## config.mk

```make
export PLATFORM = sky130hd
export DESIGN_NAME = string_buffer_writer
export DESIGN_NICKNAME = d
export VERILOG_FILES = /design/src/rtl/string_buffer_writer.sv
export SDC_FILE = /design/constraint.sdc
export NUM_CORES = 1
export LEC_CHECK = 0
export ABC_AREA = 1
export BUFFER_PORTS_ARGS = -buffer_cell sky130_fd_sc_hd__buf_2
export CORE_ASPECT_RATIO = 2
export CORE_MARGIN = 2
export CORE_UTILIZATION = 35
export DETAILED_ROUTE_END_ITERATION = 8
export PLACE_DENSITY_LB_ADDON = 0.08
export RECOVER_POWER = 25
export SYNTH_ARGS = -nofsm -noshare
export SYNTH_HDL_FRONTEND = slang
export SYNTH_SLANG_ARGS = --single-unit
```

## constraint.sdc

```tcl
create_clock -name clk -period 2.3 [get_ports clk]
set_input_delay 0.23 -clock clk [delete_from_list [all_inputs] [get_ports clk]]
set_output_delay 0.23 -clock clk [all_outputs]
set_load 0.02 [all_outputs]
```

## src/rtl/string_buffer_writer.sv

```systemverilog
`default_nettype none
// ============================================================================
// Module   : string_buffer_writer
// Purpose  : Packs the unescaped JSON string byte stream little-endian into
//            RAM words, writes them sequentially through port A, appends a
//            0x00 terminator and reports each string's start address/length.
// Options  : STRBUF_READBACK_EN - turns port B into a downstream read port
//            (rd_en / rd_addr / rd_data); otherwise port B is tied off.
// Revision : 1.0 - initial release
// ============================================================================
module string_buffer_writer #(
    parameter int WORDSIZE  = 8,
    parameter int ADDRWIDTH = 9,
    parameter int LEN_WIDTH = 16
) (
    input  logic                 clk,
    input  logic                 rst,
    input  logic                 in_valid,
    input  logic [7:0]           in_data,
    input  logic                 in_last,
    output logic                 in_ready,
    output logic                 ram_ena,
    output logic                 ram_wea,
    output logic [ADDRWIDTH-1:0] ram_addra,
    output logic [WORDSIZE-1:0]  ram_dia,
    output logic                 ram_enb,
    output logic                 ram_web,
    output logic [ADDRWIDTH-1:0] ram_addrb,
    output logic [WORDSIZE-1:0]  ram_dib,
    input  logic [WORDSIZE-1:0]  ram_doa,
    input  logic [WORDSIZE-1:0]  ram_dob,
`ifdef STRBUF_READBACK_EN
    input  logic                 rd_en,
    input  logic [ADDRWIDTH-1:0] rd_addr,
    output logic [WORDSIZE-1:0]  rd_data,
`endif
    output logic                 str_done,
    output logic [ADDRWIDTH-1:0] str_start_addr,
    output logic [LEN_WIDTH-1:0] str_len,
    output logic                 full,
    output logic                 overflow
);

    localparam int C_BYTES  = WORDSIZE / 8;
    localparam int C_LANE_W = (C_BYTES > 1) ? $clog2(C_BYTES) : 1;
    localparam logic [C_LANE_W-1:0]  C_LAST_LANE = C_LANE_W'(C_BYTES - 1);
    localparam logic [ADDRWIDTH-1:0] C_MAX_ADDR  = '1;
    localparam logic [LEN_WIDTH-1:0] C_LEN_MAX   = '1;

    // S_TERM_WORD: the last byte closed a word; the terminator word follows.
    typedef enum logic [1:0] {
        S_IDLE      = 2'd0,
        S_PACK      = 2'd1,
        S_TERM_WORD = 2'd2,
        S_TERM      = 2'd3
    } state_t;

    state_t                 state_q, state_d;
    logic [WORDSIZE-1:0]    word_q, word_d;
    logic [C_LANE_W-1:0]    lane_q, lane_d;
    logic [LEN_WIDTH-1:0]   len_q, len_d;
    logic [ADDRWIDTH-1:0]   wr_addr_q, wr_addr_d;
    logic [ADDRWIDTH-1:0]   start_q, start_d;
    logic                   full_q, full_d;
    logic                   overflow_q, overflow_d;
    logic                   wea_q, wea_d;
    logic [ADDRWIDTH-1:0]   addra_q, addra_d;
    logic [WORDSIZE-1:0]    dia_q, dia_d;
    logic                   done_q, done_d;
    logic [ADDRWIDTH-1:0]   done_start_q, done_start_d;
    logic [LEN_WIDTH-1:0]   done_len_q, done_len_d;

    logic                   w_accept;
    logic                   w_full_now;
    logic                   w_last_write;
    logic [LEN_WIDTH-1:0]   w_len_inc;
    logic [ADDRWIDTH-1:0]   w_addr_inc;
    logic [ADDRWIDTH-1:0]   w_start;
    logic [WORDSIZE-1:0]    w_word;

    // State and output registers; reset drops any partial word silently.
    always_ff @(posedge clk) begin
        if (rst) begin
            state_q      <= S_IDLE;
            word_q       <= '0;
            lane_q       <= '0;
            len_q        <= '0;
            wr_addr_q    <= '0;
            start_q      <= '0;
            full_q       <= 1'b0;
            overflow_q   <= 1'b0;
            wea_q        <= 1'b0;
            addra_q      <= '0;
            dia_q        <= '0;
            done_q       <= 1'b0;
            done_start_q <= '0;
            done_len_q   <= '0;
        end else begin
            state_q      <= state_d;
            word_q       <= word_d;
            lane_q       <= lane_d;
            len_q        <= len_d;
            wr_addr_q    <= wr_addr_d;
            start_q      <= start_d;
            full_q       <= full_d;
            overflow_q   <= overflow_d;
            wea_q        <= wea_d;
            addra_q      <= addra_d;
            dia_q        <= dia_d;
            done_q       <= done_d;
            done_start_q <= done_start_d;
            done_len_q   <= done_len_d;
        end
    end

    // Packing, write issue, terminator sequencing and full/overflow tracking.
    always_comb begin
        state_d      = state_q;
        word_d       = word_q;
        lane_d       = lane_q;
        len_d        = len_q;
        wr_addr_d    = wr_addr_q;
        start_d      = start_q;
        wea_d        = 1'b0;
        addra_d      = addra_q;
        dia_d        = dia_q;
        done_d       = 1'b0;
        done_start_d = done_start_q;
        done_len_d   = done_len_q;

        w_accept     = in_valid && in_ready;
        // The write visible now targets the last word: no further writes.
        w_last_write = wea_q && (addra_q == C_MAX_ADDR);
        w_full_now   = full_q || w_last_write;
        w_len_inc    = (len_q == C_LEN_MAX) ? len_q : len_q + LEN_WIDTH'(1);
        w_addr_inc   = (wr_addr_q == C_MAX_ADDR) ? wr_addr_q : wr_addr_q + ADDRWIDTH'(1);
        w_start      = (len_q == '0) ? wr_addr_q : start_q;
        // Higher lanes are already zero, so this doubles as the zero-filled word.
        w_word       = word_q;
        for (int i = 0; i < C_BYTES; i++) begin
            if (lane_q == C_LANE_W'(i)) begin
                w_word[i*8 +: 8] = in_data;
            end
        end

        full_d     = w_full_now;
        // Full reached on anything other than the terminator write truncates a string.
        overflow_d = overflow_q || (!full_q && w_last_write && (state_q != S_TERM));

        case (state_q)
            S_IDLE: begin
                state_d = S_PACK;
            end
            S_PACK: begin
                if (full_q) begin
                    word_d = '0;
                    lane_d = '0;
                    len_d  = '0;
                end else if (w_accept) begin
                    if (w_full_now) begin
                        word_d = '0;
                        lane_d = '0;
                        len_d  = '0;
                    end else begin
                        len_d   = w_len_inc;
                        start_d = w_start;
                        if (in_last || (lane_q == C_LAST_LANE)) begin
                            wea_d     = 1'b1;
                            addra_d   = wr_addr_q;
                            dia_d     = w_word;
                            wr_addr_d = w_addr_inc;
                            word_d    = '0;
                            lane_d    = '0;
                        end else begin
                            word_d = w_word;
                            lane_d = lane_q + C_LANE_W'(1);
                        end
                        if (in_last) begin
                            if (lane_q == C_LAST_LANE) begin
                                state_d = S_TERM_WORD;
                            end else begin
                                // Terminator shares the word with the last bytes.
                                done_d       = 1'b1;
                                done_start_d = w_start;
                                done_len_d   = w_len_inc;
                                len_d        = '0;
                                state_d      = S_TERM;
                            end
                        end
                    end
                end
            end
            S_TERM_WORD: begin
                if (w_full_now) begin
                    len_d   = '0;
                    state_d = S_PACK;
                end else begin
                    wea_d        = 1'b1;
                    addra_d      = wr_addr_q;
                    dia_d        = '0;
                    wr_addr_d    = w_addr_inc;
                    done_d       = 1'b1;
                    done_start_d = start_q;
                    done_len_d   = len_q;
                    len_d        = '0;
                    state_d      = S_TERM;
                end
            end
            default: begin
                state_d = S_PACK;
            end
        endcase
    end

    assign in_ready       = (state_q == S_PACK) && !full_q;
    assign ram_ena        = wea_q;
    assign ram_wea        = wea_q;
    assign ram_addra      = addra_q;
    assign ram_dia        = dia_q;
    assign str_done       = done_q;
    assign str_start_addr = done_start_q;
    assign str_len        = done_len_q;
    assign full           = full_q;
    assign overflow       = overflow_q;

`ifdef STRBUF_READBACK_EN
    assign ram_enb   = rd_en;
    assign ram_web   = 1'b0;
    assign ram_addrb = rd_addr;
    assign ram_dib   = '0;
    assign rd_data   = ram_dob;

    logic unused_ok;
    assign unused_ok = ^ram_doa;
`else
    assign ram_enb   = 1'b0;
    assign ram_web   = 1'b0;
    assign ram_addrb = '0;
    assign ram_dib   = '0;

    logic unused_ok;
    assign unused_ok = ^{ram_doa, ram_dob};
`endif

endmodule
`default_nettype wire

```

After elaboration in Yosys (flattened, before gate mapping)

Cells that the tools add are included.

Register bits: 91
Latch bits: 0
RAM bits: 0
Bits in read-only memories: 0
Input bits: 28
Output and inout bits: 67
Logic and storage cells: 121
Memories kept: 0

Add/sub/neg operators: 3
Multipliers: 0
Divide/modulo/power cells: 0
Magnitude comparators: 0
Equality and inequality tests: 14
Shifts and indexed selects: 0
Multiplexer cells: 69
Bitwise operators: 3
Reductions and logical operators: 18

Operator list:

| cell                    | count |
|---|---|
| $mux W16                | 12 |
| $mux W9                 | 18 |
| $mux W8                 | 10 |
| $pmux W16 S2            | 2 |
| $pmux W9 S2             | 3 |
| $eq A9 B9 Y1 const B    | 2 |
| $add A16 B1 Y16 const B | 1 |
| $eq A16 B16 Y1 const B  | 1 |
| $logic_not A16 Y1       | 1 |
| $ne A2 B2 Y1 const B    | 8 |
| $pmux W8 S2             | 1 |
| $mux W1                 | 15 |
| $mux W2                 | 5 |
| $add A9 B1 Y9 const B   | 1 |
| $reduce_and A4 Y1       | 2 |
| $reduce_and A7 Y1       | 1 |
| $reduce_and A6 Y1       | 1 |
| $logic_and A1 B1 Y1     | 5 |
| $pmux W1 S2             | 2 |
| $pmux W2 S2             | 1 |
| $reduce_and A2 Y1       | 2 |
| $reduce_bool A2 Y1      | 2 |
| $logic_or A1 B1 Y1      | 3 |
| $ne A3 B3 Y1 const B    | 1 |
| 5 further kinds         | 7 |

Logic depth before layout (Yosys ltp)

Gate-level depths: netlist of the first run.

Depth after elaboration: 8
Mapped depth: 11
Gate-level depth less buffers: 10

Least setup slack after synthesis of the first run

OpenSTA, ideal clock, no wires.

Path type: flip-flop to flip-flop
Start point: register wr_addr_q[0]
End point: register wr_addr_q[1]
Library setup time: 0.113 ns
Arrival time: 1.557 ns
Data required time: 2.187 ns
Slack: 0.630 ns
Stages on the path, launching flop included: 11
Buffers on the path: 1
Period minus slack after synthesis: 1.670 ns
Cells stage by stage: dfxtp_1 -> ha_1 -> nand3_1 -> nor4_1 -> ha_1 -> or2_4 -> inv_4 -> nand3_2 -> buf_6 -> nor2_1 -> nor2_1

Cells in the longest elaborated chain, start to end: 7
Elaborated cells on any way between the ends: 9
Classes of those cells: add/sub (1); eq/ne (1); mux (7)

Ends and longest elaborated chain:

| element                                              | RTL line | source |
|---|---|---|
| start, declared                                      | 62       | `logic [ADDRWIDTH-1:0] wr_addr_q, wr_addr_d;` |
| start signal, assigned                               | 103      | `wr_addr_q <= wr_addr_d;` |
| $add A9 B1 Y9 / $eq A9 B9 Y1 (equally long branches) | 136      | `w_addr_inc = (wr_addr_q == C_MAX_ADDR) ? wr_addr_q : wr_addr_q + ADDRWIDTH'(1);` |
| $mux W9 (*)                                          | 136      |  |
| $mux W9                                              | 167      | `if (in_last \|\| (lane_q == C_LAST_LANE)) begin` |
| $mux W9                                              | 160      | `if (w_full_now) begin` |
| $mux W9                                              | 159      | `end else if (w_accept) begin` |
| $mux W9                                              | 155      | `if (full_q) begin` |
| $pmux W9 S2 (*)                                      | 150      | `case (state_q)` |

Every way passes the cells marked *; elsewhere a longest branch is shown, timed or not. The select of a mux whose other input is x is not followed.
A chain may end at the register's enable or synchronous reset.

Final worst setup path of the first run

Start point: register state_q[1]
End point: register dia_q[1], in the netlist ram_dia[1]

Cells in the longest elaborated chain, start to end: 5
Elaborated cells on any way between the ends: 12
Classes of those cells: eq/ne (7); mux (1); reduce/logical (4)

Ends and longest elaborated chain:

| element                            | RTL line | source |
|---|---|---|
| start, declared                    | 58       | `state_t state_q, state_d;` |
| start signal, assigned             | 99       | `state_q <= state_d;` |
| $eq A2 B1 Y1                       | 150, 215 |  |
| $logic_and A1 B1 Y1                | 215      | `assign in_ready = (state_q == S_PACK) && !full_q;` |
| $logic_and A1 B1 Y1                | 131      | `w_accept = in_valid && in_ready;` |
| $ne A2 B2 Y1 (no source line)      | --       |  |
| $reduce_and A6 Y1 (no source line) | --       |  |
| end signal, assigned               | 109      | `dia_q <= dia_d;` |
| end, declared                      | 68       | `logic [WORDSIZE-1:0] dia_q, dia_d;` |

Several ways; a longest one is shown, not always the timed one.

==> key figures, run 1 <==
CTS
  • Clock buffer depth: 2
  • CTS tree: done
  • Post_cts resized: 0
  • Hold_buf cts: 0
  • Post-CTS Setup Bufs: 0
  • Clock root buffer: clkbuf_16
  • TritonCTS buffer count: 9
  • Clk slew on worst S/H paths: around 70 ps
  • Clock Sinks: 91
  • H-tree Lvls: 3
  • Worst-Skew Late Latency: between 300 and 400 ps

GRT
  • Grt ovf: 0
  • Antenna violations before repair: 0
  • Vias in the first global route: a little under 5k
  • First-pass GRT wire length: 23.66 mm
  • Pin count of the biggest net entering global routing: 57
  • Overall routing resource usage: 0.1925

Worst setup path
  • Critical R2R Capture: ram_dia[1]$_SDFFE_PP0P_
  • Critical-path maximum fanout: 26
  • WS Path Type: register to register
  • Crit path buffers/inverters: 2
  • Arr. time, crit path: 2300 ps
  • Worst-path cell with the longest stage delay: dfxtp_1
  • Worst Setup Start Kind: register
  • CP Cell Sequence: inv_1 > ha_1 > and3_2 > nand2_4 > nand2_8 > nand3_2 > buf_4 > nand2_1 > nand2_1 > nor2_1
  • WP data required: about 2500 ps
  • Max incr delay on CP: ~370 ps
  • Critical Path Most Common Cell: nand2_1
  • Crit-path leading delay family: simple AND/OR/NAND/NOR gates
  • R2R depth: 10
  • FF-to-FF Start: state_q[1]$_SDFFE_PP0P_
  • Crit. End Element: register
  • Register-to-register setup slack: 240 ps

Worst hold path
  • Hold Path Class: primary input to register
  • Hold Crit Depth: 4
  • HP Start: in_valid
  • WHS Endpoint: lane_q$_SDFFE_PP0P_

Yosys
  • Synth Cell Area: a little over 0.005 mm2
  • Post-synthesis sequential area ratio: 0.3557
  • EDFF count, synth: 0
  • Xor/xnor cell area share of the yosys netlist: 0.01881
  • Primary FF master, synth: dfxtp_1
  • Mux contribution to synthesized area: 0
  • Adder-cell area share of the yosys netlist: 0.01710
  • Post-synth top area share: 0.3557
  • Post-synthesis cell count: between 700 and 800
  • Netlist cell types: 37
  • Compound-cell area share of the yosys netlist: 0.09895
  • Synth async-reset ratio: 0
  • Yosys warns: 0
  • Largest family of logic cells by synthesized area: simple AND/OR/NAND/NOR gates
  • Simple-Gate Fraction of Synth Area: 0.3785
  • Avg Cell Area, Syn: roughly 6.5 um2
  • Post-synth top area cell: dfxtp_1
  • Flops & latches, synth: 91
  • Synth top area cells: dfxtp_1 36%, nand2_1 18%, a21oi_1 7.1%, nor2_1 6.5%, inv_1 5.6%

Drt
  • Vias/cell: 4.845
  • Drc violations: 0
  • Routed WL per cell: 14.04 um
  • Routed wire length: between 10 and 15 mm
  • Routed vias: 5,000
  • First-pass DRT Iterations: 4
  • Initial drt markers: ~270
  • Final ANT Viol Nets: 0

Final layout
  • Nets@finish: 870
  • Share of post-route cells with drive strength above 1: 0.1048
  • Post-route cell area: between 0.005 and 0.006 mm2
  • Synth-to-Final Area Change: 12.51%
  • Final core occ: 0.4015
  • Most frequent cells in the layout: 243 x nand2_1, 91 x dfxtp_1, 89 x nor2_1
  • N_diodes: 0
  • Leading cell type in the layout, fill and taps excluded: nand2_1

Timing
  • Final setup fails: 0
  • Min Tclk post-route: 2059 ps
  • Worst Max-Slew Pin Slew: 1099 ps
  • RSZ-0062 raised after global routing: false
  • Max-slew violation count: 0
  • Skew final: 8.912 ps
  • Hold Vio Cnt, Final: 0
  • Fmax: 0.4856 GHz
  • Worst Hold Margin: 218.7 ps
  • Worst rel slew slack: 0.2627
  • Tcrit/Tclk final: 0.8953
  • Setup tns final: 0 ps

Die
  • Die Width: 89.54 um
  • Die area: 0.01567 mm2
  • # rows: 62
  • I/O pin count: 95
  • Core area: approximately 0.014 mm2
  • Initial Util: 0.3568
  • Die Y: 175.1 um

Power
  • Pwr Density: 1072 mW/mm2
  • Power Total: between 6 and 7 mW
  • Maximum vdd drop: approximately 450 uV
  • Leak: ~2.5 nW

Placed design
  • Final HPWL from detailed placement: between 10 and 15 mm
  • Placed instance area: 0.005492 mm2
  • I/O Buffers: between 50 and 60
  • Routability cong.: 0.9150

Run
  • Max Cap Viol: 0

Status
  • Status: complete, no violations
## report_power, final
part	switching [mW]	total, mW	internal [mW]
sequential	0.173	2.04	1.87
combinational	1.85	2.60	0.742
clock	0.656	1.54	0.884
total	2.68	6.18	3.49
## metal layers
| layer | track usage | wire [um] | vias up |
|---|---|---|---|
| li1 | - | - | 2554 |
| met1 | 0.2056 | 5568 | 2270 |
| met2 | 0.3457 | 7736 | 140 |
| met3 | 0.02976 | 527 | 36 |
| met4 | 0.1045 | 657 | 0 |
| met5 | 0 | 0 | - |
## state kept, by name, indices dropped and copies added, names as in the netlist, 2 cells and up
| register | flops |
|---|---|
| wr_addr_q | 9 |
| ram_dia | 8 |
| str_start_addr | 9 |
| start_q | 9 |
| word_q | 8 |
| str_len | 16 |
| state_q | 2 |
| len_q | 16 |
| ram_addra | 9 |
## metrics by stage
stage,worst slack (ps),instances
2_1_floorplan,630.0,808
3_3_place_gp,248.9,1016
3_5_place_dp,228.4,1016
4_1_cts,212.0,1032
5_1_grt,47.37,1032
6_report,240.8,1032
## worst register-to-register path, stage by stage (launching register included)
cell     delay (ps)
dfxtp_1         370
inv_1            70
ha_1            250
and3_2          270
nand2_4         190
nand2_8         190
nand3_2         100
buf_4           270
nand2_1          90
nand2_1          70
nor2_1           70
## Yosys cell counts, types with 2 or more instances
cell type,number
nand2_1,243
dfxtp_1,91
nor2_1,89
inv_1,76
a21oi_1,73
nand3_1,39
nand4_1,29
buf_4,27
o21ai_0,22
clkbuf_1,15
buf_2,12
nor3_1,11
nor2_2,8
ha_1,7
xor2_1,7
inv_2,5
nand2_4,4
xnor2_1,4
buf_1,3
nand3_2,3
nor2_4,3
buf_6,2
nand2_2,2
o21ai_1,2
## final cells by class
class                           instances  area, um2
Fill cell                            1627       8589
Timing Repair Buffer                   75      372.9
Tap cell                              192      240.2
Sequential cell                        91       1822
Inverter                               83      314.1
Clock inverter                          6      73.82
Clock buffer                           10      239.0
Multi-Input combinational cell        575       2700
## worst max-delay path by stage
stage                                          from                         to  cells after the start
final                       state_q[1]$_SDFFE_PP0P_    ram_dia[1]$_SDFFE_PP0P_                     10
after detailed placement    state_q[1]$_SDFFE_PP0P_    ram_dia[1]$_SDFFE_PP0P_                     10
after global routing        state_q[1]$_SDFFE_PP0P_    ram_dia[6]$_SDFFE_PP0P_                     10
after floorplan           wr_addr_q[0]$_SDFFE_PP0P_  wr_addr_q[1]$_SDFFE_PP0P_                     10
after global placement    wr_addr_q[0]$_SDFFE_PP0P_  wr_addr_q[1]$_SDFFE_PP0P_                     10
after CTS                   state_q[1]$_SDFFE_PP0P_    ram_dia[1]$_SDFFE_PP0P_                     10
## logic make-up after synthesis
kind of cell,count (synthesis)
other cells,1
simple gates,438
flops,91
buf+inv,142
fa+ha+maj,7
compound gates,100
xor+xnor,11
(Power assumes the default switching activity.)
==> inputs of run 2 (changes only) <==
- CTS_BUF_LIST: unset -> sky130_fd_sc_hd__clkbuf_16
- PLACE_DENSITY_LB_ADDON: 0.08 -> unset
==> run 2 against run 1 <==
Net effect:
- global-route usage shrank 1.0 points
- sequential power is essentially flat
- register-to-register slack gained 20 ps
- sequential share of layout area grew 0.41 points
- total power shrank 3.3%
- final area shrank 1.3%
==> key figures, run 2 (synthesis gave the netlist of run 1 again) <==
Placed design
  • Final HPWL from detailed placement: 9.609 mm
  • Routability cong.: 0.8976
  • I/O Buffers: 59
  • Worst slack, placed: 269.2 ps

Worst setup path
  • Critical-path maximum fanout: 26
  • Crit path buffers/inverters: 2
  • CP Cell Sequence: inv_1 > ha_1 > and3_2 > nand2_4 > nand2_8 > nand3_2 > buf_4 > nand2_1 > a21oi_1
  • Max incr delay on CP: 360 ps
  • Origin of the worst setup path: state_q[1]$_SDFFE_PP0P_
  • Crit. End Element: register
  • Arr. time, crit path: around 2300 ps
  • WS Path Type: register to register
  • Crit-path leading delay family: simple AND/OR/NAND/NOR gates
  • FF-to-FF Start: state_q[1]$_SDFFE_PP0P_
  • WP data required: 2570 ps
  • Worst-path cell with the longest stage delay: dfxtp_1
  • Worst Setup Start Kind: register

Die
  • Die Width: between 80 and 90 um
  • I/O pin count: 95
  • Die area: 0.01567 mm2
  • Initial Util: 0.3568
  • Core area: 0.01435 mm2
  • # rows: between 60 and 70
  • Die Y: approximately 180 um

CTS
  • H-tree Lvls: 3
  • Post-CTS Setup Bufs: 0
  • Clock buffer depth: 2
  • Hold_buf cts: 0
  • Clock root buffer: clkbuf_16
  • Worst-Skew Late Latency: 350 ps
  • CTS tree: done
  • Post_cts resized: 0
  • Clk slew on worst S/H paths: roughly 60 ps
  • Clock Sinks: a little over 90
  • TritonCTS buffer count: 9

Drt
  • Final ANT Viol Nets: 0
  • Routed wire length: roughly 14 mm
  • First-pass DRT Iterations: 5
  • Routed vias: 4,884
  • Routed WL per cell: 13.21 um
  • Vias/cell: 4.746
  • Drc violations: 0
  • Initial drt markers: 261

Power
  • Pwr Density: around 1100 mW/mm2
  • Clk network pwr share: 0.224
  • Sequential share of power: 0.342
  • Maximum vdd drop: ~560 uV
  • Combinational Power Share: 0.434
  • Int Pwr: 3.324 mW
  • Sw power: between 2 and 3 mW
  • Power Total: 5.973 mW
  • Leak: 2.477 nW
  • Sw frac: 0.4434

Timing
  • Worst rel slew slack: 0.5731
  • Skew final: 7.929 ps
  • Fmax: 0.4893 GHz
  • Setup tns final: 0 ps
  • Min Tclk post-route: 2044 ps
  • Worst Max-Slew Pin Slew: roughly 640 ps
  • Final setup fails: 0
  • RSZ-0062 raised after global routing: false
  • Hold Vio Cnt, Final: 0
  • Tcrit/Tclk final: 0.8885
  • Final WS setup: 256.4 ps
  • Max-slew violation count: 0

Worst hold path
  • HP Start: in_valid
  • Hold Path Class: primary input to register

GRT
  • First-pass GRT wire length: 22.37 mm
  • Antenna violations before repair: 0
  • Grt ovf: 0
  • Pin count of the biggest net entering global routing: 57
  • Overall routing resource usage: 0.1824
  • Vias in the first global route: 4,677

Run
  • Max Cap Viol: 0

Final layout
  • Share of post-route cells with drive strength above 1: 0.09558
  • Leading cell type in the layout, fill and taps excluded: nand2_1
  • Synth-to-Final Area Change: 11.07%
  • N_diodes: 0
  • Most frequent cells in the layout: 243 x nand2_1, 91 x dfxtp_1, 89 x nor2_1
  • Nets@finish: 867

Status
  • Status: complete, no violations
run 2: changes by cell type in the layout (fill, tap and decap cells not counted), sizes merged:
| cell | delta |
|---|---|
| clkinvlp | -2 |
| clkbuf | -1 |
| clkinv | +4 |
| buf | -3 |
| bufinv | -1 |
run 2: stage by stage:
stage,hold slack [ps],util,std cells,cell area [um2]
CTS,200.2,0.3993,1029,5731
detailed placement,428.9,0.3811,1013,5469
finish,203.9,0.3963,1029,5688
global route,243.9,0.3963,1029,5688
global placement,425.6,0.3811,1013,5469
floorplan,418.4,-,808,5189
run 2: routing by layer:
| layer | up-vias | wire length, um | global-route usage |
|---|---|---|---|
| li1 | 2543 | - | - |
| met1 | 2206 | 5471 | 0.2030 |
| met2 | 113 | 7309 | 0.3309 |
| met3 | 22 | 471 | 0.03070 |
| met4 | 0 | 341 | 0.07152 |
| met5 | - | 0 | 0 |
run 2: cell type report:
cell class	count	area, um2
Timing Repair Buffer	72	350.3
Inverter	83	314.1
Fill cell	1577	8663
Multi-Input combinational cell	575	2700
Clock inverter	7	36.28
Clock buffer	9	225.2
Tap cell	192	240.2
Sequential cell	91	1822
run 2: worst paths after layout:
check	cells past startpoint	slack, ps	to
worst max-delay path	9	260	ram_addra[2]$_SDFFE_PP0P_
worst min-delay path	4	200	lane_q$_SDFFE_PP0P_
worst max register to register	9	260	ram_addra[2]$_SDFFE_PP0P_
worst min register to register	2	440	word_q[0]$_SDFFE_PP0P_
run 2: worst register-to-register path: stages, from the launching register on:
cell     delay (ps)
dfxtp_1         360
inv_1            70
ha_1            260
and3_2          280
nand2_4         180
nand2_8         190
nand3_2         100
buf_4           290
nand2_1          90
a21oi_1         160
run 2: power groups by stage:
| stage | Clock (mW) | Sequential, mW | Combinational [mW] |
|---|---|---|---|
| after floorplan | 0 | 2.31 | 1.75 |
| after global placement | 0 | 2.07 | 2.63 |
| after detailed placement | 0 | 2.07 | 2.65 |
| after CTS | 1.38 | 2.04 | 2.66 |
| after global routing | 1.44 | 2.09 | 2.92 |
| final | 1.34 | 2.04 | 2.59 |
==> inputs of run 3 (changes only) <==
- clock period: 2.3 -> 2.6 ns (I/O delays scaled with it)
==> run 3 against run 2 <==
Net effect:
- non-clock buffer count decreased by 7
- wire length decreased by 0.56%
- critical path type unchanged
- largest cell class unchanged
- highest routed layer unchanged
- largest power group unchanged
- final area shrank 0.95%
- critical endpoint is now ram_dia[3]$_SDFFE_PP0P_
==> key figures, run 3 (synthesis gave the netlist of run 1 again) <==
Timing
  • Max-slew violation count: 0
  • Setup tns final: 0 ps
  • Hold Vio Cnt, Final: 0
  • Tcrit/Tclk final: 0.8455
  • Final setup fails: 0
  • Min Tclk post-route: 2198 ps
  • Worst Hold Margin: 222.7 ps
  • Worst Max-Slew Pin Slew: 649.8 ps
  • Fmax: 0.4549 GHz
  • RSZ-0062 raised after global routing: false
  • Skew final: 9.209 ps
  • Worst rel slew slack: 0.5668

Final layout
  • Synth-to-Final Area Change: 10.02%
  • Leading cell type in the layout, fill and taps excluded: nand2_1
  • Share of post-route cells with drive strength above 1: 0.08827
  • Post-route cell area: about 0.0056 mm2
  • Nets@finish: 860
  • N_diodes: 0
  • Most frequent cells in the layout: 243 x nand2_1, 91 x dfxtp_1, 89 x nor2_1

Die
  • Core area: 0.01435 mm2
  • Initial Util: 0.3568
  • I/O pin count: between 90 and 100
  • Die Y: between 150 and 200 um
  • # rows: a little over 60
  • Die Width: 89.54 um
  • Die area: 0.01567 mm2

Worst setup path
  • Max incr delay on CP: 450 ps
  • WP data required: 2840 ps
  • WS Path Type: register to register
  • Register-to-register setup slack: ~400 ps
  • Worst-path cell with the longest stage delay: nand3_2
  • R2R depth: 7
  • Arr. time, crit path: approximately 2400 ps
  • Origin of the worst setup path: state_q[0]$_SDFFE_PP0P_
  • Critical R2R Capture: ram_dia[3]$_SDFFE_PP0P_
  • CP Cell Sequence: ha_1 > and3_2 > nand2_4 > nand2_8 > nand3_2 > a21oi_1 > nor2_1
  • CP endpoint: ram_dia[3]$_SDFFE_PP0P_
  • FF-to-FF Start: state_q[0]$_SDFFE_PP0P_
  • Worst Setup Start Kind: register
  • Crit. End Element: register
  • Critical-path maximum fanout: 26

Power
  • Leak: 2.436 nW
  • Sequential share of power: 0.348
  • Int Pwr: around 3 mW
  • Maximum vdd drop: 422.1 uV
  • Power Total: 5.217 mW
  • Clk network pwr share: 0.223
  • Pwr Density: 926.0 mW/mm2
  • Sw frac: 0.4415
  • Sw power: 2.304 mW
  • Combinational Power Share: 0.429

Drt
  • Routed WL per cell: 13.26 um
  • Initial drt markers: 190
  • Final ANT Viol Nets: 0
  • Routed wire length: 13.52 mm
  • First-pass DRT Iterations: 4
  • Vias/cell: 4.716
  • Routed vias: roughly 4.8k
  • Drc violations: 0

Worst hold path
  • Hold Path Class: primary input to register

CTS
  • Clock Sinks: 91
  • Hold_buf cts: 0
  • Post_cts resized: 0
  • Worst-Skew Late Latency: 350 ps
  • Clk slew on worst S/H paths: 60 ps
  • TritonCTS buffer count: 9
  • Clock buffer depth: 2
  • H-tree Lvls: 3
  • Clock root buffer: clkbuf_16
  • Post-CTS Setup Bufs: 0
  • CTS tree: done

Status
  • Status: complete, no violations

Placed design
  • Placed instance area: 0.005429 mm2
  • Routability cong.: 0.8448
  • Final HPWL from detailed placement: 9.599 mm
  • I/O Buffers: 59

Run
  • Max Cap Viol: 0

GRT
  • Vias in the first global route: 4,707
  • Grt ovf: 0
  • Antenna violations before repair: 0
  • Pin count of the biggest net entering global routing: 57
  • First-pass GRT wire length: 22.50 mm
  • Overall routing resource usage: 0.1838
==> run 3: cell count changes in the layout (fill, tap and decap cells not counted), sizes merged <==
cell      delta
buf          -7
clkinvlp     +2
clkinv       -5
==> run 3: layout make-up <==
| cell class | instances | area, um2 |
|---|---|---|
| clock buffer | 9 | 225.2 |
| clock inverter | 4 | 22.52 |
| fill | 1610 | 8717 |
| inverter | 83 | 314.1 |
| multi-input combinational | 575 | 2700 |
| sequential | 91 | 1822 |
| tap | 192 | 240.2 |
| timing repair buffer | 65 | 310.3 |
==> run 3: layer usage <==
layer	part of all wire	vias to the layer above	routed length, um	track usage
li1	-	2531	-	-
met1	0.38	2124	5201	0.1956
met2	0.54	131	7350	0.3315
met3	0.046	20	624	0.04110
met4	0.025	0	341	0.08209
met5	0	-	0	0
==> run 3: power groups by stage <==
| stage | clock network, mW | registers, mW | logic (mW) |
|---|---|---|---|
| final | 1.16 | 1.81 | 2.24 |
| after global routing | 1.25 | 1.85 | 2.54 |
| after CTS | 1.19 | 1.81 | 2.32 |
| after detailed placement | 0 | 1.84 | 2.31 |
| after global placement | 0 | 1.84 | 2.31 |
| after floorplan | 0 | 2.04 | 1.55 |
==> run 3: how the worst min path moves through the flow <==
stage | from | end | slack [ps] | cells past startpoint
after floorplan | word_q[2]$_SDFFE_PP0P_ | word_q[2]$_SDFFE_PP0P_ | 420 | 2
after global placement | word_q[3]$_SDFFE_PP0P_ | word_q[3]$_SDFFE_PP0P_ | 430 | 2
after detailed placement | word_q[3]$_SDFFE_PP0P_ | word_q[3]$_SDFFE_PP0P_ | 430 | 2
after CTS | in_valid | lane_q$_SDFFE_PP0P_ | 220 | 4
after global routing | in_valid | lane_q$_SDFFE_PP0P_ | 270 | 4
final | in_valid | lane_q$_SDFFE_PP0P_ | 220 | 4
==> run 3: stage by stage <==
| stage | util | setup slack [ps] | std cells |
|---|---|---|---|
| after global placement | 0.3783 | 392.5 | 1006 |
| after global routing | 0.3926 | 194.9 | 1019 |
| after CTS | 0.3956 | 355.5 | 1019 |
| after detailed placement | 0.3783 | 375.3 | 1006 |
| after floorplan | - | 930.0 | 808 |
| final | 0.3926 | 401.6 | 1019 |
==> run 3: worst max-delay path, delay by kind of cell, from the launching register on <==
| family | cells | cell delay, ps |
|---|---|---|
| compound gates | 1 | 300 |
| flops | 1 | 380 |
| fa+ha+maj | 1 | 290 |
| simple gates | 5 | 1100 |
